===== src/rtl/enc_dec_apb_regs.sv =====
// APB3 register bank for the encoder/decoder core.
// Holds control registers, captures results, stalls writes while busy.
module enc_dec_apb_regs #(
   parameter int AMBA_ADDR_WIDTH = 32,
   parameter int AMBA_WORD       = 32
) (
   input  logic                       clk,
   input  logic                       rst,
   input  logic                       psel,
   input  logic                       penable,
   input  logic                       pwrite,
   input  logic [AMBA_ADDR_WIDTH-1:0] paddr,
   input  logic [AMBA_WORD-1:0]       pwdata,
   output logic [AMBA_WORD-1:0]       prdata,
   output logic                       pready,
   output logic                       pslverr,
   output logic                       regs_wr_en,
   output logic [AMBA_ADDR_WIDTH-1:0] paddr_out,
   output logic [AMBA_WORD-1:0]       ctrl_reg,
   output logic [AMBA_WORD-1:0]       data_in_reg,
   output logic [AMBA_WORD-1:0]       cw_width_reg,
   output logic [AMBA_WORD-1:0]       noise_reg,
   input  logic [AMBA_WORD-1:0]       data_out,
   input  logic [1:0]                 num_of_errors,
   input  logic                       operation_done
);

   typedef enum logic [1:0] {
      IDLE   = 2'd0,
      SETUP  = 2'd1,
      ACCESS = 2'd2
   } phase_t;

   phase_t state;
   phase_t state_n;
   phase_t phase;

   logic [1:0]           ctrl_q;
   logic [AMBA_WORD-1:0] data_in_q;
   logic [1:0]           cw_q;
   logic [AMBA_WORD-1:0] noise_q;
   logic [AMBA_WORD-1:0] dout_q;
   logic [1:0]           nerr_q;
   logic                 busy;

   logic [2:0] idx;
   logic       mapped;
   logic       aligned;
   logic       bad;
   logic       access;

   // Decode a 256-byte window; higher address bits belong to the system decoder.
   assign idx     = paddr[4:2];
   assign mapped  = (paddr[7:5] == 3'd0) && (idx <= 3'd5);
   assign aligned = (paddr[1:0] == 2'b00);
   assign bad     = ~mapped | ~aligned | (pwrite & idx[2]);

   assign paddr_out    = paddr;
   assign ctrl_reg     = {{(AMBA_WORD-2){1'b0}}, ctrl_q};
   assign data_in_reg  = data_in_q;
   assign cw_width_reg = {{(AMBA_WORD-2){1'b0}}, cw_q};
   assign noise_reg    = noise_q;
   assign access       = (phase == ACCESS);

   // An access phase is only honoured after a setup phase seen since reset.
   always_comb begin
      phase = IDLE;
      if (!rst && psel) begin
         if (!penable) begin
            phase = SETUP;
         end else if (state != IDLE) begin
            phase = ACCESS;
         end
      end
   end

   always_comb begin
      pready     = 1'b0;
      pslverr    = 1'b0;
      regs_wr_en = 1'b0;
      prdata     = '0;
      state_n    = phase;
      if (access) begin
         pready = ~(pwrite & busy);
         if (pready) begin
            pslverr    = bad;
            regs_wr_en = pwrite & ~bad;
            state_n    = psel ? SETUP : IDLE;
            if (!pwrite && !bad) begin
               unique case (idx)
                  3'd0:    prdata = ctrl_reg;
                  3'd1:    prdata = data_in_q;
                  3'd2:    prdata = cw_width_reg;
                  3'd3:    prdata = noise_q;
                  3'd4:    prdata = dout_q;
                  default: prdata = {{(AMBA_WORD-3){1'b0}}, busy, nerr_q};
               endcase
            end
         end
      end
   end

   always_ff @(posedge clk) begin
      if (rst) begin
         state <= IDLE;
      end else begin
         state <= state_n;
      end
   end

   always_ff @(posedge clk) begin
      if (rst) begin
         ctrl_q    <= '0;
         data_in_q <= '0;
         cw_q      <= '0;
         noise_q   <= '0;
         dout_q    <= '0;
         nerr_q    <= '0;
         busy      <= 1'b0;
      end else begin
         if (operation_done) begin
            dout_q <= data_out;
            nerr_q <= num_of_errors;
            busy   <= 1'b0;
         end
         if (regs_wr_en) begin
            unique case (idx)
               3'd0: begin
                  ctrl_q <= pwdata[1:0];
                  busy   <= 1'b1;
               end
               3'd1:    data_in_q <= pwdata;
               3'd2:    cw_q      <= pwdata[1:0];
               default: noise_q   <= pwdata;
            endcase
         end
      end
   end

endmodule


===== config.mk =====
export PLATFORM = sky130hd
export DESIGN_NAME = enc_dec_apb_regs
export DESIGN_NICKNAME = d
export VERILOG_FILES = /design/src/rtl/enc_dec_apb_regs.sv
export SDC_FILE = /design/constraint.sdc
export NUM_CORES = 1
export LEC_CHECK = 0
export CAP_MARGIN = 5
export CORE_AREA = 2 2 116 118
export DETAILED_ROUTE_END_ITERATION = 12
export DIE_AREA = 0 0 118 120
export DONT_BUFFER_PORTS = 1
export PLACE_DENSITY = 0.69
export SYNTH_ARGS = -nofsm -noshare
export SYNTH_HDL_FRONTEND = slang
export SYNTH_SLANG_ARGS = --single-unit

===== constraint.sdc =====
create_clock -name clk -period 2.45 [get_ports clk]
set_clock_uncertainty 0.15 [all_clocks]
set_input_delay 0.1225 -clock clk [delete_from_list [all_inputs] [get_ports clk]]
set_output_delay 0.1225 -clock clk [all_outputs]
set_load 0.005 [all_outputs]

==> reports/qor.yml, run 1 <==
synth_edf_count: 0
clk_path_buf_depth: 2
start_util: 0.450
fp.dieArea_sq_um: 14200
yosys.cell_count.top_type: "mux2i_1"
ant_nets: 0
r2r_cells: 5
ios: 299
hold_path_class: "input port to flop"
finalMaxSlewViolations: 0
cp_num_buf_inv: 3
dp.final_hpwl_mm: 10.0
outcome: "finished, final reports clean"
area_delta_synth_final_pct: 17.5
powerDensity_nw_per_um2: 514
numClockSinks: 105
clock_latency_ns: 0.35
drive_gt1_frac: 0.0517
syn_avg_cell_area_sq_um: 8.96
grt_pass1_vias: 4510
core-area_sq_um: 13000
p_leak_nw: 2.86
crit_family: "buffers and inverters"
nets: 814
grt_max_degree: 138
path_clk_slew_ns: 0.06
die_w_microns: 118
crit_fanout: 16
min_period_over_period: 0.866
fmax_mhz: 471
worstPathArrival_ns: 1.85
placed_cell_area_sq_um: 5460
cap_violations: 0
crit_type: "input port to primary output"
pwr-share-seq: 0.499
clkPwrFrac: 0.392
ir_drop_mv: 0.309
mappedNetlistArea_sq_um: 5840
required_ns: 2.18
synth_flop_cell: "dfxtp_1"
io_buffers: 0
tritoncts: "yes"
htreeDepth: 3
min_to: "nerr_q[0]"
async_flop_share: 0
reg2reg_slack_ns: 0.39
diodes: 0
synth_commonest_cells: "mux2i_1 (136), dfxtp_1 (105), nand2b_1 (105), nor2_1 (104), buf_4 (92)"
ys_ff_latch: 105
reg2reg_to: "noise_reg[15]"
design_area_sq_um: 6860
wl_mm: 15.8
die_height_microns: 120
grt_pass1_wl_mm: 24.6
globalplace.congestion: 0.862
hold_viol_final: 0
vias: 4518
synth_top_area_share: 0.360
cts.repair.resized: 0
cts_buffers: 9
wire_per_inst_microns: 17.7
end_kind: "primary output"
dr.first_iter.drc_count: 168
ys_types: 33
p_switching_w: 0.000813
antenna_found_initial: 0
synth_area_leader_cell: "dfxtp_1"
overflow: 0
hold_path_depth: 2
min_from: "rst"
cts-root-buf: "clkbuf_16"
tns_ns: 0
crit_cells: 7
regArea_sq_um: 2100
critPathLaunchType: "input port"
fin_crit_ns: 2.12
sw_frac_of_total: 0.231
rows: 42
yosys_warnings: 0
drc: 0
via_per_inst: 5.07
p_int_w: 0.00271
dr.pass1.iters: 5
p_comb_frac: 0.109
nFillCells: 1188
r2r-start: "state[1]"
path_common_cell: "buf_4"
grt_usage: 0.219
synthCells: 652
finalSetupViolations: 0
multi_input_area_sq_um: 3020
seq_area_frac_synth: 0.360
cpPeakStageDelay_ns: 0.58
synthTopCellsByArea: "dfxtp_1 (36%), mux2i_1 (23%), buf_4 (12%)"
rsz0062_at_grt: "false"
slowest_stage: "dlygate4sd3_1"
utilization: 0.528
path_cells: "dlygate4sd3_1 > nand3b_1 > nor4_2 > nand3_1 > buf_4 > nor2_1 > buf_4"
[cell usage in the layout (no fill, tap or decap)]
master / instances
clkinv_2: 1
clkbuf_16: 9
nand4_1: 1
a21oi_1: 32
dlygate4sd3_1: 109
nand3_1: 4
mux2i_1: 136
inv_1: 3
nand2b_1: 105
buf_4: 11
or2_2: 1
and4_4: 1
clkbuf_1: 1
or4_4: 1
nor3_1: 4
nand2_1: 4
buf_12: 1
nand3_2: 1
mux2_2: 1
a2111oi_2: 1
nor4_1: 1
and2_1: 1
nor2_1: 104
o21ai_0: 3
conb_1: 60
dfxtp_1: 105
o22ai_1: 2
o21a_1: 1
nand3b_1: 1
buf_16: 1
clkinvlp_4: 3
o221ai_1: 1
nor2_4: 1
nor4_2: 2
clkbuf_8: 2
[what timing repair did]
action / 4_1_cts / 5_1_grt
hold endpoints to repair: 105 / 0
buffers inserted: 0 / 0
hold buffers: 110 / 0
setup endpoints to repair: 0 / 0
[routing by layer]
layer	share of wire	track usage
met1	0.39	0.246
met2	0.52	0.396
met3	0.075	0.0618
met4	0.019	0.0791
met5	0	0
[kinds of logic (layout without fill, tap and decap cells)]
| kind of cell | after synthesis | in the layout | synth area share |
|---|---|---|---|
| AO/OA/AOI/OAI | 40 | 40 | 0.0375 |
| buffers and inverters | 137 | 141 | 0.161 |
| flip-flops | 105 | 105 | 0.360 |
| multiplexers | 137 | 137 | 0.235 |
| other | 1 | 60 | 0.000642 |
| AND/OR/NAND/NOR | 232 | 232 | 0.206 |
[final cells by class]
| cell class | count | area share |
|---|---|---|
| Inverter | 3 | 0.00164 |
| Timing Repair Buffer | 122 | 0.178 |
| Clock buffer | 12 | 0.0374 |
| Sequential cell | 105 | 0.306 |
| Clock inverter | 4 | 0.00401 |
| Tap cell | 176 | 0.0321 |
| Multi-Input combinational cell | 469 | 0.440 |
[per-stage QoR]
step                      power (W)  hold WS (ns)  cells  worst slack [ns]
after global routing        0.00367        0.0254    891             0.216
after CTS                   0.00355        0.0183    891             0.322
after detailed placement    0.00198        0.0543    765             0.413
after floorplan             0.00211        0.0858    711             0.770
final                       0.00353        0.0250    891             0.329
after global placement      0.00197        0.0558    765             0.478
[power by group through the flow]
stage	Sequential [W]	Combinational (W)	Clock (W)
detailed placement	0.00180	0.000181	0
floorplan	0.00179	0.000321	0
CTS	0.00176	0.000372	0.00142
global route	0.00176	0.000416	0.00149
global placement	0.00180	0.000177	0
finish	0.00176	0.000383	0.00138
[worst reg2reg max path, stage by stage (launching register included)]
cell	delay [ns]
dfxtp_1	0.33
nor2_1	0.08
nor4_2	0.46
and4_4	0.48
buf_12	0.25
mux2i_1	0.23
[worst max path at each step]
stage,from,end,slack [ns]
2_1_floorplan,state[1],noise_reg[0],0.77
3_3_place_gp,state[1],noise_reg[26],0.48
3_5_place_dp,state[0],noise_reg[21],0.41
4_1_cts,penable,prdata[3],0.32
5_1_grt,penable,prdata[3],0.22
6_report,penable,prdata[3],0.33
Note: power is estimated with default switching activity, not from simulation.
==> run 2: changes to the inputs <==
- GPL_TIMING_DRIVEN: unset -> 0
==> reports/qor.yml, run 2 (same netlist as run 1, synthesis figures left out) <==
outcome: "finished, final reports clean"  # unchanged
powerDensity_nw_per_um2: 531  # was 514 nW/um^2
fp.dieArea_sq_um: 14200  # unchanged
cts.repair.resized: 0  # unchanged
drc: 0  # unchanged
clock_latency_ns: 0.34  # was 0.35 ns
worstMarginPinSlew_ns: 0.772
overflow: 0  # unchanged
ant_nets: 0  # unchanged
p_switching_w: 0.000866  # was 0.000813 W
tritoncts: "yes"  # unchanged
path_cells: "dlygate4sd3_1 > nand3b_1 > nor4_2 > nand3_1 > clkbuf_1 > nor2_1"  # was dlygate4sd3_1 > nand3b_1 > nor4_2 > nand3_1 > buf_4 > nor2_1 > buf_4
grt_pass1_vias: 4761  # was 4,510
diodes: 0  # unchanged
clk_path_buf_depth: 2  # unchanged
grt_usage: 0.231  # was 0.219
tns_ns: 0  # unchanged
drive_gt1_frac: 0.163  # was 0.0517
hold_path_depth: 4  # was 2
cpPeakStageDelay_ns: 0.57  # was 0.58 ns
cts_buffers: 9  # unchanged
cap_violations: 0  # unchanged
dp.final_hpwl_mm: 12.6  # was 10.0 mm
fin_crit_ns: 2.23  # was 2.12 ns
max_slew_margin: 0.485
hold_path_class: "input port to flop"  # unchanged
cts-root-buf: "clkbuf_16"  # unchanged
crit_fanout: 10  # was 16
reg2reg_slack_ns: 0.51  # was 0.39 ns
grt_pass1_wl_mm: 25.6  # was 24.6 mm
start_util: 0.450  # unchanged
crit_family: "simple AND/OR/NAND/NOR gates"  # was buffers and inverters
wl_mm: 16.8  # was 15.8 mm
critPathLaunchType: "input port"  # unchanged
finalSetupViolations: 0  # unchanged
slowest_stage: "dlygate4sd3_1"  # unchanged
rows: 42  # unchanged
reg2reg_to: "noise_reg[6]"  # was noise_reg[15]
p_leak_nw: 3.28  # was 2.86 nW
wire_per_inst_microns: 17.2  # was 17.7 microns
globalplace.congestion: 0.819  # was 0.862
rsz0062_at_grt: "false"  # unchanged
end_kind: "primary output"  # unchanged
min_from: "penable"  # was rst
area_delta_synth_final_pct: 25.8  # was 17.5%
grt_max_degree: 17  # was 138
antenna_found_initial: 0  # unchanged
numClockSinks: 105  # unchanged
final_cell_mix: "mux2i_1 (136), nand2b_1 (105), dfxtp_1 (105)"  # was mux2i_1 (136), dlygate4sd3_1 (109), nand2b_1 (105), dfxtp_1 (105), nor2_1 (104)
final_common_cell: "mux2i_1"  # unchanged
sw_frac_of_total: 0.222  # was 0.231
finalMaxSlewViolations: 0  # unchanged
worstPathArrival_ns: 1.96  # was 1.85 ns
hold_viol_final: 0  # unchanged
min_period_over_period: 0.910  # was 0.866
core-area_sq_um: 13000  # unchanged
io_buffers: 0  # unchanged
fmax_mhz: 449  # was 471 MHz
ir_drop_mv: 0.289  # was 0.309 mV
ios: 299  # unchanged
p_comb_frac: 0.125  # was 0.109
nets: 898  # was 814
die_w_microns: 118  # unchanged
via_per_inst: 4.86  # was 5.07
clkPwrFrac: 0.424  # was 0.392
vias: 4742  # was 4,518
cp_num_buf_inv: 2  # was 3
path_clk_slew_ns: 0.07  # was 0.06 ns
r2r-start: "state[1]"  # unchanged
min_to: "data_in_reg[1]"  # was nerr_q[0]
r2r_cells: 6  # was 5
required_ns: 2.18  # about the same
p_int_w: 0.00303  # was 0.00271 W
dr.pass1.iters: 4  # was 5
htreeDepth: 3  # unchanged
total_power_w: 0.00390  # was 0.00353 W
dr.first_iter.drc_count: 153  # was 168
crit_type: "input port to primary output"  # unchanged
pwr-share-seq: 0.451  # was 0.499
die_height_microns: 120  # unchanged
run 2: power groups by stage:
stage | Combinational, W | Sequential, W | Clock, W
floorplan | 0.000321 | 0.00179 | 0
global placement | 0.000379 | 0.00180 | 0
detailed placement | 0.000386 | 0.00180 | 0
CTS | 0.000482 | 0.00176 | 0.00168
global route | 0.000529 | 0.00176 | 0.00175
finish | 0.000487 | 0.00176 | 0.00165
run 2: worst max-delay path by stage:
stage / start / depth (start not counted) / to
floorplan: state[1] / 6 / noise_reg[0]
global placement: rst / 5 / dout_q[26]
detailed placement: rst / 5 / dout_q[28]
CTS: penable / 6 / prdata[12]
global route: paddr[3] / 7 / prdata[29]
finish: penable / 6 / prdata[12]
run 2: metrics by stage:
stage | area (sq um) | instances | hold WS (ns) | setup WS (ns) | utilization
detailed placement | 6280 | 887 | 0.108 | 0.0564 | 0.484
global route | 7350 | 975 | 0.0420 | 0.109 | 0.566
global placement | 6280 | 887 | 0.0907 | 0.114 | 0.484
finish | 7350 | 975 | 0.0324 | 0.221 | 0.566
CTS | 7350 | 975 | 0.0167 | 0.246 | 0.566
floorplan | 6060 | 711 | 0.0858 | 0.770 | -
run 2: worst register-to-register path, stage by stage, from the launching register on:
cell and delay, ns:
dfxtp_1 0.33, nor2_1 0.08, nor4_2 0.50, and4_4 0.31, buf_8 0.14, buf_12 0.15
mux2i_1 0.20
run 2: layout make-up:
class,count,area [sq um]
Buffer,134,927
Clock buffer,11,243
Clock inverter,5,103
Fill cell,1152,5630
Inverter,3,11.3
Multi-Input combinational cell,469,3020
Sequential cell,105,2100
Tap cell,176,220
Timing Repair Buffer,72,721
run 2: metal layers:
metal,track usage,share of wire,vias to the layer above
met3,0.0784,0.082,19
met1,0.247,0.38,2239
met2,0.428,0.52,205
li1,-,-,2279
met4,0.0723,0.013,0
met5,0,0,-
run 2: what timing repair did:
action	CTS	global route
endpoints found under the hold margin	105	0
hold buffers	72	0
setup endpoints to repair	0	0
buffers inserted	0	0
==> run 3: changes to the inputs <==
- RECOVER_POWER: unset -> 25
==> reports/qor.yml, run 3 (same netlist as run 1, synthesis figures left out) <==
outcome: "finished, final reports clean"  # unchanged
overflow: 0  # unchanged
nFillCells: 1168  # was 1,152
start_util: 0.450  # unchanged
multi_input_area_sq_um: 3020  # unchanged
drive_gt1_frac: 0.149  # was 0.163
vias: 4759  # was 4,742
p_leak_nw: 3.24  # was 3.28 nW
max_slew_margin: 0.475  # was 0.485
wl_met2_mm: 8.75  # was 8.77 mm
ant_nets: 0  # unchanged
grt_max_degree: 17  # unchanged
finalMaxSlewViolations: 0  # unchanged
nets: 898  # unchanged
ios: 299  # unchanged
clk_path_buf_depth: 2  # unchanged
dr.first_iter.drc_count: 142  # was 153
diodes: 0  # unchanged
final_cell_mix: "mux2i_1 (136), nand2b_1 (105), dfxtp_1 (105)"  # unchanged
fmax_mhz: 451  # was 449 MHz
fp.dieArea_sq_um: 14200  # unchanged
grt_usage: 0.231  # unchanged
worst_slack_ns: 0.234  # was 0.221 ns
wire_per_inst_microns: 17.2  # unchanged
core-area_sq_um: 13000  # unchanged
rows: 42  # unchanged
crit_fanout: 10  # unchanged
numClockSinks: 105  # unchanged
tns_ns: 0  # unchanged
required_ns: 2.18  # about the same
ir_drop_mv: 0.289  # about the same
min_from: "penable"  # unchanged
htreeDepth: 3  # unchanged
cts-root-buf: "clkbuf_16"  # unchanged
wl_mm: 16.8  # unchanged
io_buffers: 0  # unchanged
post_cts_buffers: 0  # unchanged
die_height_microns: 120  # unchanged
fin_crit_ns: 2.22  # was 2.23 ns
grt_pass1_wl_mm: 25.6  # unchanged
powerDensity_nw_per_um2: 533  # was 531 nW/um^2
finalSetupViolations: 0  # unchanged
cap_violations: 0  # unchanged
met1_length_mm: 6.38  # was 6.43 mm
via_per_inst: 4.88  # was 4.86
worstMarginPinSlew_ns: 0.787  # was 0.772 ns
dp_worst_setup_slack_ns: 0.0564  # unchanged
cts.repair.resized: 0  # unchanged
r2r-start: "state[1]"  # unchanged
hold_viol_final: 0  # unchanged
drc: 0  # unchanged
regArea_sq_um: 2100  # unchanged
dp.final_hpwl_mm: 12.6  # unchanged
holdBufCountCts: 72  # unchanged
maxUsedRoutingLayer: "met4"  # unchanged
startpoint: "penable"  # unchanged
hold_path_class: "input port to flop"  # unchanged
grt_pass1_vias: 4761  # unchanged
path_clk_slew_ns: 0.07  # about the same
tritoncts: "yes"  # unchanged
crit_type: "input port to primary output"  # unchanged
worstPathArrival_ns: 1.94  # was 1.96 ns
area_delta_synth_final_pct: 25.1  # was 25.8%
wl_met3_mm: 1.41  # was 1.38 mm
critPathLaunchType: "input port"  # unchanged
end_kind: "primary output"  # unchanged
globalplace.congestion: 0.819  # unchanged
cts_buffers: 9  # unchanged
clock_latency_ns: 0.34  # about the same
antenna_found_initial: 0  # unchanged
final_common_cell: "mux2i_1"  # unchanged
min_period_over_period: 0.905  # was 0.910
dr.pass1.iters: 4  # unchanged
die_w_microns: 118  # unchanged
rsz0062_at_grt: "false"  # unchanged
utilization: 0.563  # was 0.566
## run 3: changes by cell type in the layout (fill, tap and decap cells not counted), sizes merged
cell,delta
buf,-32
clkbuf,+32
## run 3: final timing paths
| path | endpoint | slack (ns) | depth (start not counted) |
|---|---|---|---|
| hold reg to reg | dout_q[16] | 0.35 | 2 |
| setup / recovery | prdata[12] | 0.23 | 6 |
| hold / removal | data_in_reg[1] | 0.03 | 4 |
| setup reg to reg | noise_reg[6] | 0.50 | 6 |
## run 3: area by class of cell
class | instances | share of cell area
Inverter | 3 | 0.00154
Clock inverter | 5 | 0.0140
Timing Repair Buffer | 72 | 0.0986
Buffer | 134 | 0.121
Clock buffer | 11 | 0.0332
Multi-Input combinational cell | 469 | 0.413
Sequential cell | 105 | 0.288
Tap cell | 176 | 0.0301
## run 3: metal layers
metal  GRT usage  up-vias
li1            -     2277
met1       0.247     2244
met2       0.428      215
met3      0.0784       23
met4      0.0723        0
met5           0        -
## run 3: where the power goes
group / internal [W] / switching (W)
clock network: 0.00103 / 0.000627
registers: 0.00174 / 0.0000197
logic: 0.000259 / 0.000220
## run 3: critical path, cell delays in order
cell and delay [ns]:
dlygate4sd3_1 0.56, nand3b_1 0.13, nor4_2 0.29, nand3_1 0.21
clkbuf_1 0.34, nor2_1 0.28
## run 3: stage by stage
| stage | hold slack (ns) | area (sq um) | power, W | cells |
|---|---|---|---|---|
| 2_1_floorplan | 0.0858 | 6060 | 0.00211 | 711 |
| 3_3_place_gp | 0.0907 | 6280 | 0.00218 | 887 |
| 3_5_place_dp | 0.108 | 6280 | 0.00218 | 887 |
| 4_1_cts | 0.0167 | 7350 | 0.00392 | 975 |
| 5_1_grt | 0.0420 | 7310 | 0.00403 | 975 |
| 6_report | 0.0307 | 7310 | 0.00389 | 975 |
